File: src/rtl/seg_decode.sv
// seg_decode: snapshots four 7-segment patterns and streams their hex decodes
// out one digit per handshake, then publishes the assembled word and error mask.
module seg_decode #(
  parameter bit ACTIVE_LOW = 1'b1
) (
  input  logic        clk,
  input  logic        rst,
  input  logic        start,
  input  logic [27:0] seg,
  output logic        busy,
  output logic        valid,
  input  logic        ready,
  output logic [1:0]  dig,
  output logic [3:0]  val,
  output logic        err,
  output logic        done,
  output logic [15:0] word,
  output logic [3:0]  bad
);
  localparam logic S_IDLE = 1'b0;
  localparam logic S_OUT  = 1'b1;

  logic             state_q, state_d;
  logic [3:0][6:0]  snap_q, snap_d;
  logic             valid_q, valid_d;
  logic [1:0]       dig_q, dig_d;
  logic [3:0]       val_q, val_d;
  logic             err_q, err_d;
  logic [2:0][3:0]  acc_q, acc_d;
  logic [2:0]       accb_q, accb_d;
  logic [15:0]      word_q, word_d;
  logic [3:0]       bad_q, bad_d;
  logic             done_q, done_d;

  // returns {err, val}; unknown glyphs decode to 0 with err set
  function automatic logic [4:0] dec(input logic [6:0] s);
    logic [6:0] p;
    p = ACTIVE_LOW ? s : ~s;
    case (p)
      7'h40: return 5'h00;
      7'h79: return 5'h01;
      7'h24: return 5'h02;
      7'h30: return 5'h03;
      7'h19: return 5'h04;
      7'h12: return 5'h05;
      7'h02: return 5'h06;
      7'h78: return 5'h07;
      7'h00: return 5'h08;
      7'h10: return 5'h09;
      7'h08: return 5'h0A;
      7'h03: return 5'h0B;
      7'h46: return 5'h0C;
      7'h21: return 5'h0D;
      7'h06: return 5'h0E;
      7'h0E: return 5'h0F;
      default: return 5'h10;
    endcase
  endfunction

  always_comb begin
    state_d = state_q;
    snap_d = snap_q;
    valid_d = valid_q;
    dig_d = dig_q;
    val_d = val_q;
    err_d = err_q;
    acc_d = acc_q;
    accb_d = accb_q;
    word_d = word_q;
    bad_d = bad_q;
    done_d = 1'b0;
    if (state_q == S_IDLE) begin
      if (start) begin
        state_d = S_OUT;
        snap_d = seg;
        valid_d = 1'b1;
        dig_d = 2'd0;
        {err_d, val_d} = dec(seg[6:0]);
      end
    end else if (valid_q && ready) begin
      if (dig_q == 2'd3) begin
        state_d = S_IDLE;
        valid_d = 1'b0;
        done_d = 1'b1;
        word_d = {val_q, acc_q[2], acc_q[1], acc_q[0]};
        bad_d = {err_q, accb_q};
      end else begin
        acc_d[dig_q] = val_q;
        accb_d[dig_q] = err_q;
        dig_d = dig_q + 2'd1;
        {err_d, val_d} = dec(snap_q[dig_q + 2'd1]);
      end
    end
  end

  always_ff @(posedge clk or posedge rst) begin
    if (rst) begin
      state_q <= S_IDLE;
      snap_q <= '0;
      valid_q <= 1'b0;
      dig_q <= 2'd0;
      val_q <= 4'd0;
      err_q <= 1'b0;
      acc_q <= '0;
      accb_q <= '0;
      word_q <= '0;
      bad_q <= '0;
      done_q <= 1'b0;
    end else begin
      state_q <= state_d;
      snap_q <= snap_d;
      valid_q <= valid_d;
      dig_q <= dig_d;
      val_q <= val_d;
      err_q <= err_d;
      acc_q <= acc_d;
      accb_q <= accb_d;
      word_q <= word_d;
      bad_q <= bad_d;
      done_q <= done_d;
    end
  end

  assign busy = state_q;
  assign valid = valid_q;
  assign dig = dig_q;
  assign val = val_q;
  assign err = err_q;
  assign done = done_q;
  assign word = word_q;
  assign bad = bad_q;
endmodule

File: config.mk
export PLATFORM = sky130hd
export DESIGN_NAME = seg_decode
export DESIGN_NICKNAME = d
export VERILOG_FILES = /design/src/rtl/seg_decode.sv
export SDC_FILE = /design/constraint.sdc
export NUM_CORES = 1
export LEC_CHECK = 0
export CAP_MARGIN = 20
export CORE_ASPECT_RATIO = 0.6
export CORE_MARGIN = 2
export CORE_UTILIZATION = 45
export DETAILED_ROUTE_END_ITERATION = 8
export PLACE_DENSITY = 0.69
export RECOVER_POWER = 25
export SETUP_SLACK_MARGIN = 0.1
export SLEW_MARGIN = 25
export SYNTH_ARGS = -nofsm -noshare
export SYNTH_HDL_FRONTEND = slang
export SYNTH_SLANG_ARGS = --single-unit
File: constraint.sdc
create_clock -name clk -period 2.75 [get_ports clk]
set_input_delay 0.4125 -clock clk [delete_from_list [all_inputs] [get_ports clk]]
set_output_delay 0.4125 -clock clk [all_outputs]
set_load 0.01 [all_outputs]
==> results of run 1 <==
==> state kept, by name (all words and copies together) (netlist names), 2 cells and up <==
register and flops:
snap_q 28, word 16, acc_q 12, bad 4, val 4, accb_q 3
dig 2
==> critical path, delay by kind of cell (launching register included) <==
kind | cells | cell delay [ps]
simple gates | 3 | 610
fa+ha+maj | 1 | 350
flops | 1 | 390
mux | 1 | 690
compound gates | 2 | 330
buf+inv | 1 | 110
==> cells in the mapped netlist, types with 4 or more instances <==
library cell | n | area, um2
a21oi_1 | 10 | 50.1
nand2_1 | 155 | 582
inv_1 | 8 | 30.0
nor2b_1 | 4 | 25.0
o21ai_0 | 5 | 25.0
mux2_2 | 15 | 169
dfrtp_1 | 73 | 1830
ha_1 | 4 | 50.1
o21ai_1 | 6 | 30.0
nor2_1 | 13 | 48.8
mux4_2 | 7 | 158
buf_6 | 4 | 45.0
clkbuf_1 | 16 | 60.1
==> layer usage <==
metal | vias to the layer above | part of all wire (%) | track usage, %
met5 | - | 0 | 0
met3 | 25 | 8.8 | 8.31
li1 | 1464 | - | -
met2 | 120 | 41 | 32.0
met4 | 0 | 2.1 | 8.14
met1 | 1527 | 48 | 33.0
==> cell type report <==
| type | count | area, um2 | area share, % |
|---|---|---|---|
| Sequential cell | 73 | 1830 | 38.2 |
| Multi-Input combinational cell | 286 | 1730 | 36.2 |
| Timing Repair Buffer | 77 | 728 | 15.2 |
| Clock buffer | 10 | 239 | 4.99 |
| Tap cell | 108 | 135 | 2.82 |
| Clock inverter | 6 | 91.3 | 1.91 |
| Inverter | 8 | 30.0 | 0.628 |
==> power by group <==
part	total (mW)	switching, mW	internal [mW]
Combinational	2.89	1.49	1.40
Clock	1.29	0.467	0.822
Sequential	1.85	0.329	1.53
Total	6.03	2.28	3.75
==> stage by stage <==
| stage | hold WS [ps] | utilization [%] |
|---|---|---|
| 6_report | 466 | 60.7 |
| 5_1_grt | 497 | 60.7 |
| 4_1_cts | 469 | 60.5 |
| 3_5_place_dp | 454 | 55.2 |
| 3_3_place_gp | 445 | 55.2 |
| 2_1_floorplan | 433 | - |
==> cell families (layout without fill, tap and decap cells) <==
logic type	after synthesis	after routing	synth area share [%]
and+or+nand+nor	212	212	26.3
buffers and inverters	34	101	4.72
muxes	23	25	9.20
adders and majority gates	4	4	1.37
xor gates and xnor gates	2	2	0.479
AOI/OAI and AO/OA	43	43	7.97
DFF	73	73	49.9
==> worst min path at each step <==
stage / startpoint / endpoint / slack, ps / cells after the start
floorplan: accb_q[0] / bad[0] / 430 / 2
global placement: accb_q[0] / bad[0] / 440 / 2
detailed placement: accb_q[1] / bad[1] / 450 / 2
CTS: accb_q[1] / bad[1] / 470 / 2
global route: snap_q[19] / snap_q[19] / 500 / 2
finish: accb_q[1] / bad[1] / 470 / 2
==> timing repair <==
item | CTS | global route
setup buffers | 4 | 2
endpoints found under the hold margin | 0 | 0
resized for setup | 1 | 3
endpoints found under the setup margin | 2 | 5
pin swaps | 0 | 1
gates cloned | 2 | 0
==> metrics.txt, run 1 <==
Max-slew headroom -19.8%; Crit Reg-Reg Startpoint dig[1]; setup_tns 0 ps; Synth Net Count 427; number of diodes 0; post-layout min period 2590 ps; Leak 2.28 nW; via count 3136; worst r2r dst err; Max Cap Viol 1; CP required 2980 ps; via count of the first global-routing pass 2922; overall routing resource usage 23.0%; register area share after synthesis 49.9%; Core ar. 7880 um2; fillers 703; Pins Over Slew Limit 74; first-pass GRT wire length 15300 um; Hold Buf Count CTS 0; most frequent cells in the layout nand2_1 (155), dfrtp_1 (73), clkdlybuf4s50_1 (60), mux2_2 (15), buf_4 (15); post-route ant nets 0; post-synthesis register bit count 73; crit path capture err; crit end category register; max incr delay on CP 690 ps; Synth Flop Type dfrtp_1; Setup CP Type reg2reg; Buffers on Ports 61; routability cong. 0.870; Routed WL per cell 17.0 um; total gr overflow 0; pwr/cell area 1260 nW/um2; non-filler cells, final 568; clk root buf clkbuf_16; Worst R2R Setup Slack 160 ps; RSZ-0062 raised after global routing false; syn_area_per_cell 9.35 um2; initial DRC count 250; die height 73.8 um; Total Power 6.03 mW; Clock Sinks 73; asr flop ratio synth 100%; # H-tree levels 3; post-route cell area 4780 um2; I/O Pins 62; total wire length 9660 um; placed cells 544; clk_lat worst skew 340 ps; layout cell share with drive strength beyond 1 13.0%; CP Launch Point dig[1]; violated checks max-capacitance violations, max-slew violations; Reg2Reg Depth 8; synth warn 0; status finished, violations left; TritonCTS clock tree built; clk_skew 7.09 ps; Final Hold Viols 0; vias per cell 5.52; initial antenna violation count 0; Final Net Count 491; CP startpoint kind register; Post-Place Cell Area 4350 um2; P&R area growth vs syn 30.8%; Crit Path Max Fanout 7; Slowest-stage cell, CP mux4_1; Max IR drop VDD 0.559 mV; Worst-Margin Slew 1800 ps; pre-CTS setup slack 73.7 ps; CTS max path bufs 2; total CTS buffers 9; Period Utilization, post-route 94.3%; drt first pass iters 6; clk slew on worst S/H paths 60 ps; largest net degree at the start of global routing 74; CP arrival 2820 ps; Post-synth EDFFs 0; fin worst setup slack 156 ps; Hold Crit Class reg2reg; Final setup viols 0; initial core utilization 46.4%; die footprint 8890 um2; worst path cell trace inv_1, ha_4, mux4_1, nor4_1, o21ai_1, and3_1, a32oi_1, nor2_1; FP Rows 25; die span in x 120 um; Syn Std Cell Area 3660 um2; Max Fclk 0.386 GHz; DRC 0; DP Wirelength 6310 um; commonest non-fill, non-tap cell in the layout nand2_1; Cell variety after synth 56; cells after synthesis 391
Power figures use the tool's default switching activity.
==> inputs of run 2 (changes only) <==
Settings changed: ABC_AREA from default to 1.
==> metrics.txt, run 2 <==
total CTS buffers 9; Setup CP Type reg2reg; die height 74.8 um; Hold Crit Class reg2reg; Post-CTS Setup Inserts 0; RSZ-0062 raised after global routing false; post-layout min period 2320 ps; fin worst setup slack 433 ps; most frequent cells in the layout nand2_1 (232), dfrtp_1 (73), clkdlybuf4s50_1 (60), o21ai_0 (36), inv_1 (32); critical path buffer and inverter count 2; asr flop ratio synth 100%; via count 3403; top cell type by total area after synthesis dfrtp_1; CP arrival 2540 ps; Final setup viols 0; pwr/cell area 1230 nW/um2; drt first pass iters 5; Max IR drop VDD 0.359 mV; initial antenna violation count 0; Slowest-stage cell, CP dfrtp_1; Routed WL per cell 14.1 um; Final Hold Viols 0; die span in x 122 um; cells after synthesis 500; register area share after synthesis 48.6%; setup_tns 0 ps; P&R area growth vs syn 26.8%; TritonCTS clock tree built; Max Cap Viol 1; die footprint 9130 um2; cell mode on critical path nand2_1; first-pass GRT wire length 15800 um; number of diodes 0; via count of the first global-routing pass 3173; Leak 2.44 nW; most frequent cells after synthesis nand2_1 (232), dfrtp_1 (73), o21ai_0 (36); clk_lat worst skew 330 ps; vias per cell 5.03; I/O Pins 62; initial DRC count 287; Reg with most FFs snap_q; CP required 2970 ps; crit end category register; cts repair resizes 0; synth warn 0; initial core utilization 47.2%; CP startpoint kind register; Period Utilization, post-route 84.2%; clk root buf clkbuf_16; Cell variety after synth 30; CP top delay family simple AND/OR/NAND/NOR gates; status finished, violations left; fillers 745; Crit Path Max Fanout 20; total wire length 9540 um; routability cong. 0.914; Worst-Margin Slew 1830 ps; layout cell share with drive strength beyond 1 9.86%; DP Wirelength 7000 um; clk_skew 5.44 ps; overall routing resource usage 22.6%; Post-synth EDFFs 0; worst path cell trace inv_6, ha_1, inv_2, nand3_1, nand2_2, nand2_1, nor2_2, nand2_1, nand3_1, nor2_2, nand3_1, nand2_1, nand2_1, nand2_1; post-synthesis register bit count 73; max incr delay on CP 420 ps; Synth Flop Type dfrtp_1; clk slew on worst S/H paths 60 ps; commonest non-fill, non-tap cell in the layout nand2_1; Synth Net Count 536; Syn Std Cell Area 3760 um2; Final Net Count 599; Total Power 5.87 mW; max reg flops 28; post-route ant nets 0; synth top area cells dfrtp_1 (49%), nand2_1 (23%), o21ai_0 (4.8%); syn_area_per_cell 7.52 um2; most frequent cell after synthesis nand2_1; CTS max path bufs 2; Pins Over Slew Limit 74; largest net degree at the start of global routing 74; Core ar. 7980 um2; DRC 0; Buffers on Ports 61; Max Fclk 0.432 GHz; Clock Sinks 73; Max-slew headroom -21.8%; violated checks max-capacitance violations, max-slew violations; final core utilization 59.8%; FP Rows 25; Hold Buf Count CTS 0; post-synth top area share 48.6%; pre-CTS setup slack 409 ps; # H-tree levels 3; total gr overflow 0
[run 2: cell families after synthesis]
| family | synth area share (%) |
|---|---|
| buf+inv | 6.38 |
| fa+ha+maj | 1.33 |
| flops | 48.6 |
| simple gates | 36.8 |
| compound gates | 6.92 |
[run 2: area by class of cell]
type	instances	area, um2	area share, %
Clock buffer	9	225	4.72
Clock inverter	7	93.8	1.97
Inverter	36	140	2.94
Multi-Input combinational cell	376	1700	35.5
Sequential cell	73	1830	38.3
Tap cell	108	135	2.83
Timing Repair Buffer	67	653	13.7
[run 2: path summary, 6_finish.rpt]
path	startpoint	slack, ps	cells past startpoint	to
worst min register to register	word[9]	470	2	word[9]
worst max-delay path	dig[0]	430	14	err
worst max register to register	dig[0]	430	14	err
worst min-delay path	word[9]	470	2	word[9]
min in group asynchronous	rst	1170	3	snap_q[12]
max in group asynchronous	rst	480	3	snap_q[22]
[run 2: metal layers]
| layer | track usage, % | vias to the layer above | part of all wire, % |
|---|---|---|---|
| met5 | 0 | - | 0 |
| met4 | 6.00 | 0 | 0.82 |
| met3 | 5.15 | 8 | 5.9 |
| met2 | 31.3 | 101 | 40 |
| met1 | 35.3 | 1601 | 53 |
| li1 | - | 1693 | - |
[run 2: per-stage QoR]
step | instance area, um2 | cells | hold slack (ps)
after global placement | 4470 | 660 | 456
after global routing | 4770 | 676 | 497
after floorplan | 3760 | 500 | 442
after CTS | 4780 | 676 | 475
final | 4770 | 676 | 474
after detailed placement | 4470 | 660 | 461
[run 2: power by group]
group	internal, mW	switching, mW	total, mW	leakage [nW]
Combinational	1.05	1.70	2.75	1.35
Sequential	1.55	0.321	1.87	0.938
Clock	0.793	0.455	1.25	0.152
Total	3.40	2.47	5.87	2.44
[run 2: worst register-to-register path: cells and delay by family, from the launching register on]
family / cells / cell delay [ps]
and+or+nand+nor: 11 / 1100
DFF: 1 / 420
adders and majority gates: 1 / 320
buffers and inverters: 2 / 370
==> inputs of run 3 (changes only) <==
Settings changed: PLACE_DENSITY 0.69 to 0.72.
Clock period 2.75 ns to 1.9 ns, I/O delays scaled along.
==> metrics.txt, run 3 (synthesized netlist as in run 2, its figures left out) <==
status finished, violations left; violated checks negative setup slack; commonest non-fill, non-tap cell in the layout nand2_1; worst r2r dst err; Final setup viols 2; crit end category register; Total Power 10.1 mW; clk slew on worst S/H paths 50 ps; internal power component 5.65 mW; vias per cell 5.05; largest net degree at the start of global routing 41; overall routing resource usage 23.1%; Reg with most FFs snap_q; die footprint 9130 um2; clk_lat worst skew 330 ps; post-layout min period 1930 ps; pre-CTS setup slack -95.4 ps; CTS max path bufs 2; initial core utilization 47.2%; first-pass GRT wire length 16200 um; Max-slew headroom 35.9%; max reg flops 28; pwr/cell area 1880 nW/um2; Net Sw Power 4.44 mW; CP arrival 2150 ps; die span in x 122 um; clk root buf clkbuf_16; via count 3563; Clock Sinks 73; Worst R2R Setup Slack -30 ps; via count of the first global-routing pass 3363; Core ar. 7980 um2; clk_skew 6.45 ps; Routed WL per cell 14.6 um; GRT Max-Usage Layer met1; M3 GR Usage 5.08%; routability cong. 0.966; total gr overflow 0; Final Hold Viols 0; Pins Over Slew Limit 0; fin worst setup slack -31.9 ps; Reg2Reg Depth 14; cell mode on critical path nand2_1; RSZ-0062 raised after global routing true; Final Net Count 630; Slowest-stage cell, CP dfrtp_2; drt first pass iters 5; Crit Path Max Fanout 5; layout cell share with drive strength beyond 1 23.6%; I/O Pins 62; worst path cell trace clkinv_4, ha_4, buf_8, nand3_4, nand2_4, nand2_4, nor2_4, nand2_2, nand3_2, nor2_4, nand3_2, nand2_1, nand2_1, nand2_1; Period Utilization, post-route 102%; Crit Reg-Reg Startpoint dig[0]; Max IR drop VDD 0.698 mV; Max Fclk 0.518 GHz; Sw Ratio 44.0%; Setup CP Type reg2reg; initial DRC count 271; DRC 0; total CTS buffers 9; combinational share of power 56.7%; Leak 2.70 nW; CP required 2120 ps; FP Rows 25; clock share of power 16.5%; sequential share of power 26.7%; CP startpoint kind register; most frequent cells in the layout nand2_1 (205), dfrtp_1 (72), clkdlybuf4s50_1 (59), o21ai_0 (29), inv_1 (28); total wire length 10300 um; number of diodes 0; P&R area growth vs syn 42.5%; post-route ant nets 0; Worst-Margin Slew 962 ps; GR Layer Usage met2 33.7%; die height 74.8 um; Hold Crit Class in2async; Buffers on Ports 61; DP Wirelength 7210 um; initial antenna violation count 0; # H-tree levels 3; TritonCTS clock tree built; Max Cap Viol 0; met1 GRT Util 35.0%; max incr delay on CP 380 ps
## run 3: stage by stage
stage	TNS (ps)	hold WS [ps]	cell area [um2]	cells	utilization, %
after CTS	0	248	5180	700	65.0
after global placement	-223	455	4710	685	59.1
after floorplan	-768	402	3820	500	-
final	-33.3	373	5360	706	67.2
after detailed placement	-338	456	4710	685	59.1
after global routing	-765	397	5360	706	67.2
## run 3: cell type report
cell class / instances / area (um2)
Clock inverter: 5 / 56.3
Clock buffer: 10 / 239
Fill cell: 669 / 2620
Inverter: 36 / 153
Multi-Input combinational cell: 378 / 2030
Sequential cell: 73 / 1830
Tap cell: 108 / 135
Timing Repair Buffer: 96 / 922
## run 3: critical path: cells and delay by family (launching register included)
family	cells	cell delay (ps)
adder cells (fa/ha/maj)	1	310
buffers and inverters	2	200
flip-flops	1	380
AND/OR/NAND/NOR	11	930
## run 3: timing repair
item / 4_1_cts / 5_1_grt
gates cloned: 0 / 2
endpoints found under the setup margin: 17 / 20
setup buffers: 0 / 4
pin swaps: 30 / 13
hold buffers: 0 / 0
gates resized for setup: 44 / 47
## run 3: how the worst max path moves through the flow
stage,start,to,slack (ps),cells past startpoint
6_report,dig[0],err,-30,14
5_1_grt,dig[1],val[0],-130,13
4_1_cts,dig[0],err,30,14
3_5_place_dp,seg[4],val[0],-100,10
3_3_place_gp,seg[3],val[1],-80,13
2_1_floorplan,dig[0],val[2],-190,16
## run 3: metal layers
layer	vias to the layer above	part of all wire, %
met5	-	0
met4	0	0.91
met3	11	6.5
met2	117	42
met1	1670	51
li1	1765	-
## run 3: power groups by stage
stage	Clock [mW]	Sequential, mW	Combinational [mW]
floorplan	0	2.71	2.97
global placement	0	2.66	4.40
detailed placement	0	2.69	4.45
CTS	1.69	2.69	5.12
global route	1.76	2.78	6.26
finish	1.67	2.70	5.72
